$ cat src/rtl/mole_hit_judge_pkg.sv
// Shared definitions for the whack-a-mole hit judge: channel state encoding
// and the default keycode map (channel 0 = key "0" ... channel 9 = key "1").
package mole_hit_judge_pkg;

  typedef enum logic [1:0] {
    CH_IDLE    = 2'd0,
    CH_UP      = 2'd1,
    CH_WHACKED = 2'd2
  } chan_state_t;

  localparam int DEF_N  = 10;
  localparam int DEF_CW = 8;

  localparam logic [9*DEF_N-1:0] DEF_KEYCODES = {
    9'h016, 9'h01E, 9'h026, 9'h025, 9'h02E,
    9'h036, 9'h03D, 9'h03E, 9'h046, 9'h045
  };

endpackage

$ cat src/rtl/mole_chan_fsm.sv
// One mole channel: arms when lit, accepts a single hit per appearance and
// reports an escape when the mole goes dark without being hit.
//   state      | meaning
//   CH_IDLE    | mole dark (or just reset), any matching press is a miss
//   CH_UP      | mole lit and not yet hit, matching press is a hit
//   CH_WHACKED | mole already hit this appearance, further presses miss
module mole_chan_fsm
  import mole_hit_judge_pkg::*;
(
  input  logic clk,
  input  logic rst,
  input  logic clear,
  input  logic mole_on,
  input  logic evt,
  input  logic match,
  output logic hit,
  output logic miss,
  output logic escape
);

  chan_state_t state, state_nxt;
  logic        press;

  assign press = evt & match;

  always_ff @(posedge clk or negedge rst) begin
    if (!rst)       state <= CH_IDLE;
    else if (clear) state <= CH_IDLE;
    else            state <= state_nxt;
  end

  always_comb begin
    state_nxt = state;
    hit       = 1'b0;
    miss      = 1'b0;
    escape    = 1'b0;
    case (state)
      CH_IDLE: begin
        miss = press;
        if (mole_on) state_nxt = CH_UP;
      end
      CH_UP: begin
        // Mole going dark beats a simultaneous press: escape plus miss.
        if (!mole_on) begin
          escape    = 1'b1;
          miss      = press;
          state_nxt = CH_IDLE;
        end else if (press) begin
          hit       = 1'b1;
          state_nxt = CH_WHACKED;
        end
      end
      CH_WHACKED: begin
        miss = press;
        if (!mole_on) state_nxt = CH_IDLE;
      end
      default: state_nxt = CH_IDLE;
    endcase
  end

endmodule

$ cat src/rtl/mole_hit_judge.sv
// Hit judge: turns fresh key presses into hit/miss events across N mole
// channels and keeps saturating score counters and streaks.
module mole_hit_judge
  import mole_hit_judge_pkg::*;
#(
  parameter int               N        = DEF_N,
  parameter logic [9*N-1:0]   KEYCODES = DEF_KEYCODES,
  parameter int               CW       = DEF_CW
) (
  input  logic          clk,
  input  logic          rst,
  input  logic          clear,
  input  logic [N-1:0]  mole_on,
  input  logic [8:0]    last_change,
  input  logic [511:0]  key_down,
  output logic          hit_pulse,
  output logic [N-1:0]  hit_vec,
  output logic          miss_pulse,
  output logic          escape_pulse,
  output logic [CW-1:0] hit_count,
  output logic [CW-1:0] miss_count,
  output logic [CW-1:0] escape_count,
  output logic [CW-1:0] streak,
  output logic [CW-1:0] best_streak
);

  localparam int EW = $clog2(N + 1);

  logic [8:0]    prev_code;
  logic          prev_held;
  logic          held_now;
  logic          evt;
  logic [N-1:0]  match;
  logic [N-1:0]  hit;
  logic [N-1:0]  miss;
  logic [N-1:0]  esc;
  logic [EW-1:0] esc_cnt;
  logic          hit_any, miss_any, esc_any;
  logic [CW-1:0] streak_nxt, best_nxt;

  function automatic logic [CW-1:0] sat_add(input logic [CW-1:0] a, input logic [EW-1:0] b);
    logic [CW+EW-1:0] s;
    s = {{EW{1'b0}}, a} + {{CW{1'b0}}, b};
    if (s > {{EW{1'b0}}, {CW{1'b1}}}) sat_add = '1;
    else                               sat_add = s[CW-1:0];
  endfunction

  // A press is fresh when the key is down now and was not already the held key.
  assign held_now = key_down[last_change];
  assign evt      = held_now & (~prev_held | (prev_code != last_change)) & ~clear;

  always_ff @(posedge clk or negedge rst) begin
    if (!rst) begin
      prev_code <= '0;
      prev_held <= 1'b0;
    end else begin
      prev_code <= last_change;
      prev_held <= held_now;
    end
  end

  for (genvar i = 0; i < N; i++) begin : g_chan
    assign match[i] = (last_change == KEYCODES[9*i +: 9]);

    mole_chan_fsm u_fsm (
      .clk     (clk),
      .rst     (rst),
      .clear   (clear),
      .mole_on (mole_on[i]),
      .evt     (evt),
      .match   (match[i]),
      .hit     (hit[i]),
      .miss    (miss[i]),
      .escape  (esc[i])
    );
  end

  always_comb begin
    esc_cnt = '0;
    for (int i = 0; i < N; i++) esc_cnt = esc_cnt + EW'(esc[i]);
  end

  assign hit_any  = |hit;
  assign miss_any = |miss;
  assign esc_any  = |esc;

  // Hit increments first, then any miss/escape in the same cycle zeroes it.
  always_comb begin
    streak_nxt = hit_any ? sat_add(streak, EW'(1)) : streak;
    if (miss_any || esc_any) streak_nxt = '0;
    best_nxt = (streak_nxt > best_streak) ? streak_nxt : best_streak;
  end

  always_ff @(posedge clk or negedge rst) begin
    if (!rst) begin
      hit_pulse    <= 1'b0;
      hit_vec      <= '0;
      miss_pulse   <= 1'b0;
      escape_pulse <= 1'b0;
      hit_count    <= '0;
      miss_count   <= '0;
      escape_count <= '0;
      streak       <= '0;
      best_streak  <= '0;
    end else if (clear) begin
      hit_pulse    <= 1'b0;
      hit_vec      <= '0;
      miss_pulse   <= 1'b0;
      escape_pulse <= 1'b0;
      hit_count    <= '0;
      miss_count   <= '0;
      escape_count <= '0;
      streak       <= '0;
      best_streak  <= '0;
    end else begin
      hit_pulse    <= hit_any;
      hit_vec      <= hit;
      miss_pulse   <= miss_any;
      escape_pulse <= esc_any;
      hit_count    <= hit_any  ? sat_add(hit_count, EW'(1))  : hit_count;
      miss_count   <= miss_any ? sat_add(miss_count, EW'(1)) : miss_count;
      escape_count <= sat_add(escape_count, esc_cnt);
      streak       <= streak_nxt;
      best_streak  <= best_nxt;
    end
  end

endmodule

$ cat config.mk
export PLATFORM = sky130hd
export DESIGN_NAME = mole_hit_judge
export DESIGN_NICKNAME = d
export VERILOG_FILES = /design/src/rtl/mole_hit_judge_pkg.sv /design/src/rtl/mole_chan_fsm.sv /design/src/rtl/mole_hit_judge.sv
export SDC_FILE = /design/constraint.sdc
export NUM_CORES = 1
export LEC_CHECK = 0
export ABC_AREA = 1
export BUFFER_PORTS_ARGS = -buffer_cell sky130_fd_sc_hd__buf_4
export CELL_PAD_IN_SITES_DETAIL_PLACEMENT = 0
export CELL_PAD_IN_SITES_GLOBAL_PLACEMENT = 1
export CORE_AREA = 2 2 229 231
export CTS_BUF_LIST = sky130_fd_sc_hd__clkbuf_2
export DETAILED_ROUTE_END_ITERATION = 16
export DIE_AREA = 0 0 231 233
export PLACE_DENSITY_LB_ADDON = 0.1
export SLEW_MARGIN = 40
export SYNTH_ARGS = -nofsm -noshare
export SYNTH_HDL_FRONTEND = slang
export SYNTH_SLANG_ARGS = --single-unit
$ cat constraint.sdc
create_clock -name clk -period 4.19 [get_ports clk]
set_input_delay 0.6285 -clock clk [delete_from_list [all_inputs] [get_ports clk]]
set_output_delay 0.6285 -clock clk [all_outputs]
set_load 0.01 [all_outputs]
**After elaboration in Yosys (flattened, before gate mapping)**

Index checks and enable logic that the tools add are counted.

- $add $sub $neg: 13
- Multipliers: 0
- Divide/modulo/power cells: 0
- $lt $le $gt $ge: 6
- Equal/unequal tests: 61
- Shift operators: 0
- Muxes and demuxes: 150
- Bitwise operators: 15
- Reductions and logical operators: 37

Operator list:

| operator | count |
|---|---|
| $mux W8 | 14 |
| $mux W2 | 50 |
| $mux W1 | 64 |
| $ne A3 B3 Y1 const B | 20 |
| $pmux W2 S3 | 10 |
| $eq A9 B6 Y1 const B | 6 |
| $ne A4 B3 Y1 const B | 10 |
| $gt A9 B8 Y1 const B | 4 |
| $reduce_and A3 Y1 | 10 |
| $reduce_or A10 Y1 | 3 |
| $add A8 B1 Y9 const B | 3 |
| $add A4 B1 Y4 | 6 |
| $eq A2 B1 Y1 const B | 10 |
| $eq A2 B2 Y1 const B | 10 |
| $logic_not A2 Y1 | 10 |
| $pmux W1 S2 | 10 |
| $reduce_or A2 Y1 | 10 |
| $eq A9 B5 Y1 const B | 2 |
| $eq A9 B7 Y1 const B | 2 |
| $and A1 B1 Y1 | 12 |
| $lt A9 B10 Y1 const B | 1 |
| $mux W10 | 1 |
| $add A8 B4 Y9 | 1 |
| $bmux W1 S9 | 1 |
| 9 further kinds | 12 |

- Flip-flop bits (word level): 83
- Latch bits: 0
- RAM bits: 0
- Memory bits (read-only): 0
- Input port bits: 534
- Output and inout bits: 53
- Logic and storage cells: 303
- Memories: 0

**Logic depth before layout (Yosys ltp)**

Gate-level depths: netlist of run 1.

- Word-level depth: 15
- Gate-level depth with buffers: 40
- Mapped depth without buffers: 37

**Hierarchy**

From an unflattened synthesis of run 1, not the netlist that was laid out.

- Cell total of the unflattened synthesis: 2013
- Area total of the unflattened synthesis: 10681.5 um^2

By module, submodules not included:

| module | instances | cells each | area an instance (um^2) | seq. area each (um^2) |
|---|---|---|---|---|
| mole_hit_judge | 1 | 1773 | 9142.5 | 1576.5 |
| mole_chan_fsm | 10 | 24 | 153.9 | 50.0 |

**Worst setup path after synthesis of run 1**

Ideal clock, no wire load.

- Kind: input port to flip-flop
- From: input last_change[1]
- To: register best_streak[0]
- Library setup time: 119 ps
- Arrival: 4112 ps
- Required time: 4071 ps
- Setup slack: -40 ps
- Cell stages on the path: 34
- Path buffers: 3
- Cell sequence: buf_4 -> inv_2 -> clkbuf_1 -> o21ai_0 -> o21ai_0 -> nand2_1 -> nand2_1 -> nor2_1 -> nor2_1 -> nor2_1 -> nand3_1 -> nand3_1 -> nand2_1 -> nand2_2 -> nor2_4 -> buf_4 -> nand4_1 -> nand3_2 -> nor2_2 -> inv_2 -> nand2_1 -> nand2_1 -> inv_1 -> ha_1 -> inv_1 -> nor2_1 -> o21ai_0 -> nand2_1 -> nand2_1 -> a21oi_1 -> nor2_1 -> inv_1 -> nand4_1 -> nand2_1

- Cells in the longest elaborated chain, start to end: 13
- Elaborated cells between the ends (all ways): 85
- Classes of those cells: order compare (1); eq/ne (11); mux (56); bitwise (13); reduce/logical (4)

Ends and longest elaborated chain:

| what | line | source |
|---|---|---|
| from (decl) | mole_hit_judge.sv:14 | `input logic [8:0] last_change,` |
| $bmux W1 S9 / $ne A9 B9 Y1 (equally long branches) | mole_hit_judge.sv:49, mole_hit_judge.sv:50 |  |
| $mux W1 (implied by the code) / $or A1 B1 Y1 (equally long branches) | mole_hit_judge.sv:49, mole_hit_judge.sv:50 |  |
| $and A1 B1 Y1 (2 in a row) | mole_hit_judge.sv:50 | `assign evt = held_now & (~prev_held \| (prev_code != last_change)) & ~clear;` |
| $and A1 B1 Y1 | mole_chan_fsm.sv:24 | `assign press = evt & match;` |
| $mux W1 | mole_chan_fsm.sv:48 | `end else if (press) begin` |
| $mux W1 | mole_chan_fsm.sv:44 | `if (!mole_on) begin` |
| $mux W1 | mole_chan_fsm.sv:37 | `case (state)` |
| $reduce_or A10 Y1 | mole_hit_judge.sv:83 | `assign hit_any = \|hit;` |
| $mux W8 | mole_hit_judge.sv:89 | `streak_nxt = hit_any ? sat_add(streak, EW'(1)) : streak;` |
| $mux W8 * | mole_hit_judge.sv:90 | `if (miss_any \|\| esc_any) streak_nxt = '0;` |
| $gt A8 B8 Y1 / $mux W8 (equally long branches) | mole_hit_judge.sv:91 | `best_nxt = (streak_nxt > best_streak) ? streak_nxt : best_streak;` |
| $reduce_bool A2 Y1 (no line) / $mux W8 (equally long branches) | - |  |
| to (signal assigned) | mole_hit_judge.sv:124 | `best_streak <= best_nxt;` |
| to (decl) | mole_hit_judge.sv:24 | `output logic [CW-1:0] best_streak` |

Every way passes the cells marked *; elsewhere a longest branch is shown, timed or not. The select of a mux whose other input is x is not followed.
A chain may end at the register's enable or synchronous reset.

**Worst setup path in the final report of run 1**

- From: input last_change[0]
- To: register best_streak[6]

The elaborated chain is that of the path after synthesis.

==> results_dict.tcl, run 1 <==
set metrics [dict create \
    root_buffer "clkbuf_2" \
    setup_violations 8 \
    grt_first_pass_wirelength_um 95500 \
    worstMarginPinSlew_ns 0.641 \
    synth.distinct_cells 47 \
    syn_inst 2234 \
    cts-buffers-inserted 9 \
    area_growth_pct 62.7 \
    post-place-ws_ns -0.870 \
    finClkSkew_ns 0.0455 \
    clkLatencyLatePin_ns 0.60 \
    fmax_mhz 234 \
    fin_nets 3480 \
    die_w_um 231 \
    clkSlewWorstSetupHoldPaths_ns 0.22 \
    grt_setup_unrepaired "true" \
    slew_headroom_pct 57.1 \
    drc 0 \
    gp_congestion 0.898 \
    use_met3_pct 4.63 \
    fin_ws_ns -0.0818 \
    leakagePower_uw 0.0109 \
    worstPathMaxFanout 27 \
    required_ns 4.69 \
    crit_top_cell "nand2_1" \
    totalWireLength_um 64800 \
    grt_overflow 0 \
    slew_violations 0 \
    top_usage_layer "met2" \
    dp_cells 3566 \
    total_power_uw 2940 \
    antenna_found_initial 21 \
    powerDensity_nw_per_um2 157 \
    htreeDepth 3 \
    die_h_um 233 \
    ir_worst_vdd_mv 0.121 \
    hpwlAfterDp_um 53500 \
    grt_max_degree 60 \
    viasPerCell 4.47 \
    crit_type "primary input to register" \
    critPathLaunchType "primary input" \
    cts.sinks 83 \
    num_vias 16200 \
    die-area_um2 53800 \
    routedWlPerCell_um 17.9 \
    layout-drive-gt1-share_pct 29.9 \
    num_io_pins 587 \
    synth-seq-area-share_pct 18.0 \
    track_usage_pct 23.1 \
    worst_ep_arrival_time_ns 4.77 \
    netlist_area_um2 11500 \
    yosysWarnings 0 \
    syn-num-nets 2794 \
    drtPass1Iterations 8 \
    grt_pass1_vias 16700 \
    ys_ff_latch 83 \
    cts_max_path_buffers 2 \
    met1_usage_pct 27.3 \
    worst_path_max_delay_cell "nand4_4" \
    hold_violations 0 \
    met2_usage_pct 41.0 \
    num_rows 83 \
    synth_area_per_cell_um2 5.16 \
    drt-initial-drc-count 727 \
    status "finished, violations left" \
    final_antenna_net_count 0 \
    fillers 5879 \
    end_kind "register" \
    final_cell_mix "nand2_1, buf_4, inv_1" \
    final_common_cell "nand2_1" \
    cp_slowest_stage_delay_ns 0.24 \
    cts_tree "built" \
    core_area_um2 51100 \
    cap_violations 0 \
    period_needed_ns 4.27 \
    port_buffers 586 \
    layout.cells.non_filler 3625 \
    hold_class "primary input to register" \
    finalCritPeriodShare_pct 102 \
    start_util_pct 22.6 \
    violations "negative setup slack" \
]
[per-layer routing]
metal  part of all wire [%]  vias to the layer above
met5                  0.014                        -
met4                    3.1                        2
met3                    5.6                       77
met2                     49                      496
met1                     42                     7359
li1                       -                     8252
[cells in the mapped netlist (all sizes together)]
master	n	area share, %
or2	1	0.054
clkinv	1	0.033
dfrtp	83	18
a31oi	3	0.16
o21a	1	0.065
o41ai	8	0.61
nand3	133	5.9
o21ai	164	7.1
o22ai	5	0.27
nor3	28	1.3
nand4	39	2.2
nor4	11	0.60
o21bai	1	0.065
ha	19	2.1
fa	7	1.2
o31ai	5	0.37
xor2	16	1.2
a31o	1	0.076
o2111a	1	0.098
a21boi	1	0.065
clkbuf	25	0.81
nor2	299	9.9
a21oi	17	0.77
a2111oi	6	0.51
xnor2	6	0.46
nand3b	1	0.065
o211ai	3	0.20
nor3b	1	0.065
buf	83	4.4
inv	333	11
nand2	931	30
a211oi	1	0.065
[area by class of cell]
cell class,instances,area (um2),share of cell area (%)
well taps,680,851,4.53
clock buffers,11,55.1,0.293
diodes,20,50.0,0.267
clock inverters,5,77.6,0.413
repair buffers,782,6550,34.9
multi-input cells,1710,7840,41.8
flip-flops and latches,83,2080,11.1
inverters,334,1270,6.75
[worst max-delay path, delay by kind of cell]
kind            cells  cell delay, ns
compound gates      2            0.15
fa+ha+maj           1            0.19
buf+inv            10            1.22
simple gates       24            2.53
[state kept, by name (all words and copies together) (netlist names)]
name and flops:
miss_pulse 1, best_streak 8, miss_count 8, prev_code 9
prev_held 1, streak 8, g_chan.u_fsm.state 20, hit_count 8
escape_pulse 1, hit_pulse 1, hit_vec 10, escape_count 8
[worst paths after layout]
check	start	endpoint	slack (ns)	cells after the start
worst max-delay path	last_change[0]	best_streak[6]	-0.08	37
max in group asynchronous	rst	prev_code[0]	2.83	3
worst min-delay path	last_change[7]	prev_code[7]	0.25	1
min in group asynchronous	rst	streak[1]	0.52	2
worst min register to register	g_chan[6].u_fsm.state[1]	g_chan[6].u_fsm.state[0]	0.48	1
worst max register to register	g_chan[4].u_fsm.state[0]	escape_count[5]	0.23	17
[stage by stage]
| stage | area, um2 | TNS (ns) | util (%) | hold WS, ns |
|---|---|---|---|---|
| after floorplan | 11500 | 0 | - | 0.333 |
| after global placement | 17900 | -7.90 | 35.1 | 0.442 |
| after detailed placement | 17900 | -8.49 | 35.1 | 0.463 |
| after CTS | 18100 | -0.00483 | 35.4 | 0.0221 |
| after global routing | 18800 | -2.00 | 36.7 | 0.152 |
| final | 18800 | -0.529 | 36.7 | 0.247 |
[power by group]
group	leakage (uW)	switching (uW)	internal [uW]
logic	0.00973	810	775
registers	0.00112	25.8	834
clock network	0.0000837	296	201
[cell families after synthesis]
family / count (synthesis) / synth area share (%)
simple gates: 1444 / 50.5
xor+xnor: 22 / 1.67
fa+ha+maj: 26 / 3.28
flops: 83 / 18.0
buf+inv: 442 / 16.1
compound gates: 217 / 10.4
[what timing repair did]
item / in CTS / in global routing
pin swaps: 2 / 34
cloned: 0 / 9
hold buffers: 0 / 1
resized for setup: 7 / 83
setup buffers: 2 / 12
setup endpoints to repair: 10 / 15
endpoints found under the hold margin: 0 / 36
No activity file was read; power rests on OpenSTA's default activity.
==> run 2: changes to the inputs <==
ABC_AREA = not set   (was 1)
CORE_AREA = 2 2 227 229   (was 2 2 229 231)
DIE_AREA = 0 0 229 231   (was 0 0 231 233)
==> run 2 against run 1 <==
Against the previous run:
- the flow now finishes without violations
- sequential power decreased by 1%
- non-clock buffer count is 73 lower
- fmax grew 6.6%
- first-iteration DRC count decreased by 34%
- critical endpoint is now escape_count[6]
- highest routed layer unchanged
==> results_dict.tcl, run 2 <==
set metrics [dict create \
    status "complete, no violations" \
    clkSlewWorstSetupHoldPaths_ns 0.28 \
    synth.distinct_cells 67 \
    ys.flop_type "dfrtp_1" \
    cts-buffers-inserted 9 \
    die_w_um 229 \
    num_vias 9892 \
    synth-seq-area-share_pct 23.0 \
    hold_class "primary input to register" \
    root_buffer "clkbuf_2" \
    leakagePower_uw 0.00686 \
    grt_overflow 0 \
    grt_first_pass_wirelength_um 75100 \
    required_ns 4.70 \
    dp_cells 2116 \
    top_register "g_chan.u_fsm.state" \
    port_buffers 586 \
    ir_worst_vdd_mv 0.106 \
    gp_congestion 0.987 \
    netlist_area_um2 9030 \
    totalWireLength_um 53000 \
    cts_max_path_buffers 2 \
    routedWlPerCell_um 24.8 \
    final_common_cell "buf_4" \
    yosys-top-cells-count "mux4_2, dfrtp_1, mux2i_1" \
    ys_ff_latch 83 \
    setup_violations 0 \
    die_h_um 231 \
    syn_inst 796 \
    fmax_mhz 249 \
    final_cell_mix "buf_4, mux4_2, dfrtp_1" \
    drt-initial-drc-count 478 \
    drtPass1Iterations 4 \
    clkLatencyLatePin_ns 0.59 \
    yosysWarnings 0 \
    yosysTopAreaCellShare_pct 32.9 \
    largest_reg_flops 20 \
    largest_registers "g_chan.u_fsm.state: 20 flops, hit_vec: 10 flops, prev_code: 9 flops" \
    powerDensity_nw_per_um2 166 \
    synth_edf_count 0 \
    num_rows 83 \
    fin_nets 2011 \
    track_usage_pct 19.5 \
    cts_tree "built" \
    synth_area_per_cell_um2 11.3 \
    fin_ws_ns 0.182 \
    finalCritPeriodShare_pct 95.7 \
    cts.sinks 83 \
    htreeDepth 3 \
    worst_ep_arrival_time_ns 4.52 \
    cap_violations 0 \
    yosys.cell_count.top_type "mux4_2" \
    period_needed_ns 4.01 \
    final_antenna_net_count 0 \
    slew_violations 0 \
    die-area_um2 52900 \
    worstMarginPinSlew_ns 0.788 \
    synth.area.top_cells "mux4_2, dfrtp_1, mux2i_1, ha_1, a21oi_1" \
    antenna_found_initial 17 \
    drc 0 \
    worstPathMaxFanout 5 \
    crit_type "register to register" \
    hold_violations 0 \
    layout-drive-gt1-share_pct 61.0 \
    total_power_uw 2530 \
    async_reset_ff_share_pct 100 \
    post-place-ws_ns -0.319 \
    syn-num-nets 1356 \
    hpwlAfterDp_um 46300 \
    num_io_pins 587 \
    hold_ws_ns 0.212 \
    finClkSkew_ns 0.0458 \
    core_area_um2 50700 \
    start_util_pct 17.8 \
    viasPerCell 4.62 \
    area_growth_pct 68.3 \
    slew_headroom_pct 46.9 \
    end_kind "register" \
    synth_largest_area_cell "mux4_2" \
    grt_pass1_vias 10700 \
    critPathLaunchType "register" \
    grt_max_degree 62 \
    layout.cells.non_filler 2140 \
    grt_setup_unrepaired "false" \
]
run 2: worst max-delay path: stages (launching register included):
cell and delay (ns):
dfrtp_1 0.44, nor2b_2 0.17, nor2b_2 0.17, fa_1 0.50
inv_1 0.06, fa_1 0.55, fa_1 0.42, fa_1 0.44
fa_1 0.47, nor2b_1 0.11, o21ai_0 0.08, nand2b_1 0.18
nand3_1 0.10, nor3b_1 0.20, nor3_1 0.07
run 2: layout make-up:
cell class | count | area (um2)
Fill cell | 5414 | 35500
Inverter | 22 | 82.6
Clock inverter | 6 | 65.1
Tap cell | 680 | 851
Clock buffer | 10 | 50.0
Sequential cell | 83 | 2080
Antenna cell | 4 | 10.0
Timing Repair Buffer | 709 | 5460
Multi-Input combinational cell | 626 | 6600
run 2: repair_timing:
item                                    in CTS  in global routing
hold buffers                                 1                  0
gates resized for setup                      0                  7
endpoints found under the hold margin       60                  0
buffers inserted                             0                  2
endpoints found under the setup margin       0                 10
run 2: power breakdown:
group / switching [uW] / internal (uW) / leakage (uW)
Clock: 324 / 139 / 0.0000622
Combinational: 472 / 747 / 0.00567
Sequential: 19.2 / 829 / 0.00112
Total: 815 / 1720 / 0.00686
run 2: kinds of logic (layout without fill, tap and decap cells):
group | after synthesis | count (layout) | share of synthesized area [%]
XOR/XNOR | 18 | 18 | 1.75
flip-flops | 83 | 83 | 23.0
AND/OR/NAND/NOR | 245 | 245 | 15.1
AO/OA/AOI/OAI | 151 | 151 | 11.5
multiplexers | 186 | 186 | 39.7
buffers and inverters | 87 | 747 | 4.79
other | 0 | 4 | 0
adder cells (fa/ha/maj) | 26 | 26 | 4.18
run 2: metal layers:
layer  wire length, um  GRT usage, %  vias to the layer above
met3              4920          7.25                       41
li1                  -             -                     4540
met5               121             0                        -
met2             26100          33.2                      385
met1             21400          23.9                     4908
met4               506          2.80                       18
run 2: path summary, 6_finish.rpt:
check	from	to	slack, ns	depth (start not counted)
setup / recovery	g_chan[6].u_fsm.state[0]	escape_count[6]	0.18	14
hold / removal	last_change[8]	prev_code[8]	0.21	1
setup reg to reg	g_chan[6].u_fsm.state[0]	escape_count[6]	0.18	14
hold reg to reg	g_chan[8].u_fsm.state[1]	g_chan[8].u_fsm.state[0]	0.49	1
max in group asynchronous	rst	prev_code[3]	2.83	3
min in group asynchronous	rst	miss_count[2]	0.53	2
run 2: stage by stage:
stage,setup TNS (ns),cell area [um2],utilization [%]
finish,0,15200,30.0
global route,0,15200,30.0
CTS,0,15100,29.9
detailed placement,-8.80,15000,29.6
global placement,-8.60,15000,29.6
floorplan,0,9120,-
==> run 3: changes to the inputs <==
SETUP_SLACK_MARGIN = 0.4   (was not set)
==> run 3 against run 2 <==
Against the previous run:
- largest cell class unchanged
- non-clock buffer count increased by 21
- highest routed layer unchanged
- register-to-register slack improved by 0.22 ns
- global-route usage decreased by 0.41 points
==> results_dict.tcl, run 3 (synthesis gave the netlist of run 2 again) <==
set metrics [dict create \
    status "complete, no violations" \
    finClkSkew_ns 0.0371 \
    area_growth_pct 73.5 \
    critPathLaunchType "register" \
    final_cell_mix "buf_4, mux4_2, dfrtp_1" \
    fillers 5408 \
    period_needed_ns 3.79 \
    cts_tree "built" \
    finish.instance_area_um2 15700 \
    viasPerCell 4.62 \
    p_clk_share_pct 17.9 \
    num_io_pins 587 \
    num_vias 9971 \
    grt_first_pass_wirelength_um 74400 \
    crit_type "register to register" \
    num_rows 83 \
    cts-buffers-inserted 9 \
    seqPwrFrac_pct 33.1 \
    drc 0 \
    routedWlPerCell_um 24.2 \
    port_buffers 586 \
    worstMarginPinSlew_ns 0.758 \
    place_area_um2 15100 \
    switching_share_pct 31.9 \
    htreeDepth 3 \
    seqCellArea_um2 2080 \
    leakagePower_uw 0.00706 \
    gp_congestion 0.876 \
    setup_tns_ns 0 \
    fin_nets 2032 \
    clkLatencyLatePin_ns 0.62 \
    cts_max_path_buffers 2 \
    clkSlewWorstSetupHoldPaths_ns 0.27 \
    end_kind "register" \
    layout-drive-gt1-share_pct 63.8 \
    drt-initial-drc-count 488 \
    grt_pass1_vias 10900 \
    grt_max_degree 61 \
    grt_setup_unrepaired "true" \
    die-area_um2 52900 \
    core_area_um2 50700 \
    die_w_um 229 \
    hpwlAfterDp_um 44900 \
    top_register "g_chan.u_fsm.state" \
    cell_internal_pwr_uw 1750 \
    required_ns 4.73 \
    hold_violations 0 \
    antenna_found_initial 17 \
    slew_violations 0 \
    largest_reg_flops 20 \
    root_buffer "clkbuf_2" \
    start_util_pct 17.8 \
    track_usage_pct 19.1 \
    powerDensity_nw_per_um2 164 \
    totalWireLength_um 52100 \
    final_antenna_net_count 0 \
    final_common_cell "buf_4" \
    setup_violations 0 \
    multiInputGateArea_um2 6810 \
    p_sw_uw 816 \
    fmax_mhz 264 \
    largest_registers "g_chan.u_fsm.state: 20 flops, hit_vec: 10 flops, prev_code: 9 flops" \
    hold_class "primary input to register" \
    grt_overflow 0 \
    ir_worst_vdd_mv 0.101 \
    combinationalPowerShare_pct 49.0 \
    die_h_um 231 \
    drtPass1Iterations 4 \
    cts.sinks 83 \
    slew_headroom_pct 48.9 \
    worst_ep_arrival_time_ns 4.34 \
    finalCritPeriodShare_pct 90.5 \
    worstPathMaxFanout 6 \
    cap_violations 0 \
]
-- run 3: power by group through the flow --
| stage | clock [uW] | sequential, uW | combinational [uW] |
|---|---|---|---|
| after floorplan | 0 | 865 | 558 |
| after global placement | 0 | 863 | 1230 |
| after detailed placement | 0 | 864 | 1240 |
| after CTS | 497 | 850 | 1250 |
| after global routing | 524 | 854 | 1360 |
| final | 458 | 848 | 1260 |
-- run 3: area by class of cell --
type | count | area share [%]
multi-input combinational | 626 | 43.5
timing repair buffer | 730 | 36.6
sequential | 83 | 13.3
tap | 680 | 5.43
inverter | 22 | 0.527
clock buffer | 11 | 0.351
clock inverter | 5 | 0.344
antenna | 1 | 0.0160
-- run 3: layer usage --
layer | vias to the layer above | global-route usage (%) | wire [um]
met3 | 42 | 6.18 | 4050
met4 | 20 | 2.11 | 395
met2 | 359 | 32.5 | 25500
li1 | 4576 | - | -
met5 | - | 0 | 135
met1 | 4974 | 24.3 | 22100
-- run 3: path summary, 6_finish.rpt --
path                                          start                       end  slack, ns  cells past startpoint
min                                  last_change[8]              prev_code[8]       0.18                      1
max in group asynchronous                       rst  g_chan[7].u_fsm.state[0]       2.86                      3
min reg2reg                g_chan[7].u_fsm.state[1]  g_chan[7].u_fsm.state[0]       0.49                      1
min in group asynchronous                       rst                 streak[6]       0.52                      2
max reg2reg                g_chan[0].u_fsm.state[0]           escape_count[2]       0.40                     14
max                        g_chan[0].u_fsm.state[0]           escape_count[2]       0.40                     14
-- run 3: timing repair --
action | in CTS | in global routing
cloned | 0 | 1
pin swaps | 13 | 23
hold buffers | 0 | 1
setup endpoints to repair | 16 | 16
setup buffers | 8 | 14
hold endpoints to repair | 0 | 59
resized for setup | 20 | 38
-- run 3: stage by stage --
stage	instances	total power (uW)	util (%)	hold WS, ns	setup slack, ns
finish	2158	2560	30.9	0.185	0.399
global route	2158	2740	30.9	0.117	0.281
CTS	2141	2600	30.2	0.0161	0.295
detailed placement	2117	2100	29.7	0.465	-0.301
global placement	2117	2090	29.7	0.467	-0.295
floorplan	796	1420	-	0.333	0.0133
-- run 3: worst max-delay path, cell delays in order (launching register included) --
cell      delay (ns)
dfrtp_1         0.45
nor2b_4         0.13
nor2b_4         0.13
fa_1            0.49
inv_2           0.04
fa_1            0.54
fa_1            0.43
fa_2            0.37
fa_2            0.36
nor2b_1         0.12
o21ai_1         0.07
nand2b_1        0.15
buf_4           0.15
nand3_4         0.12
a21oi_2         0.15
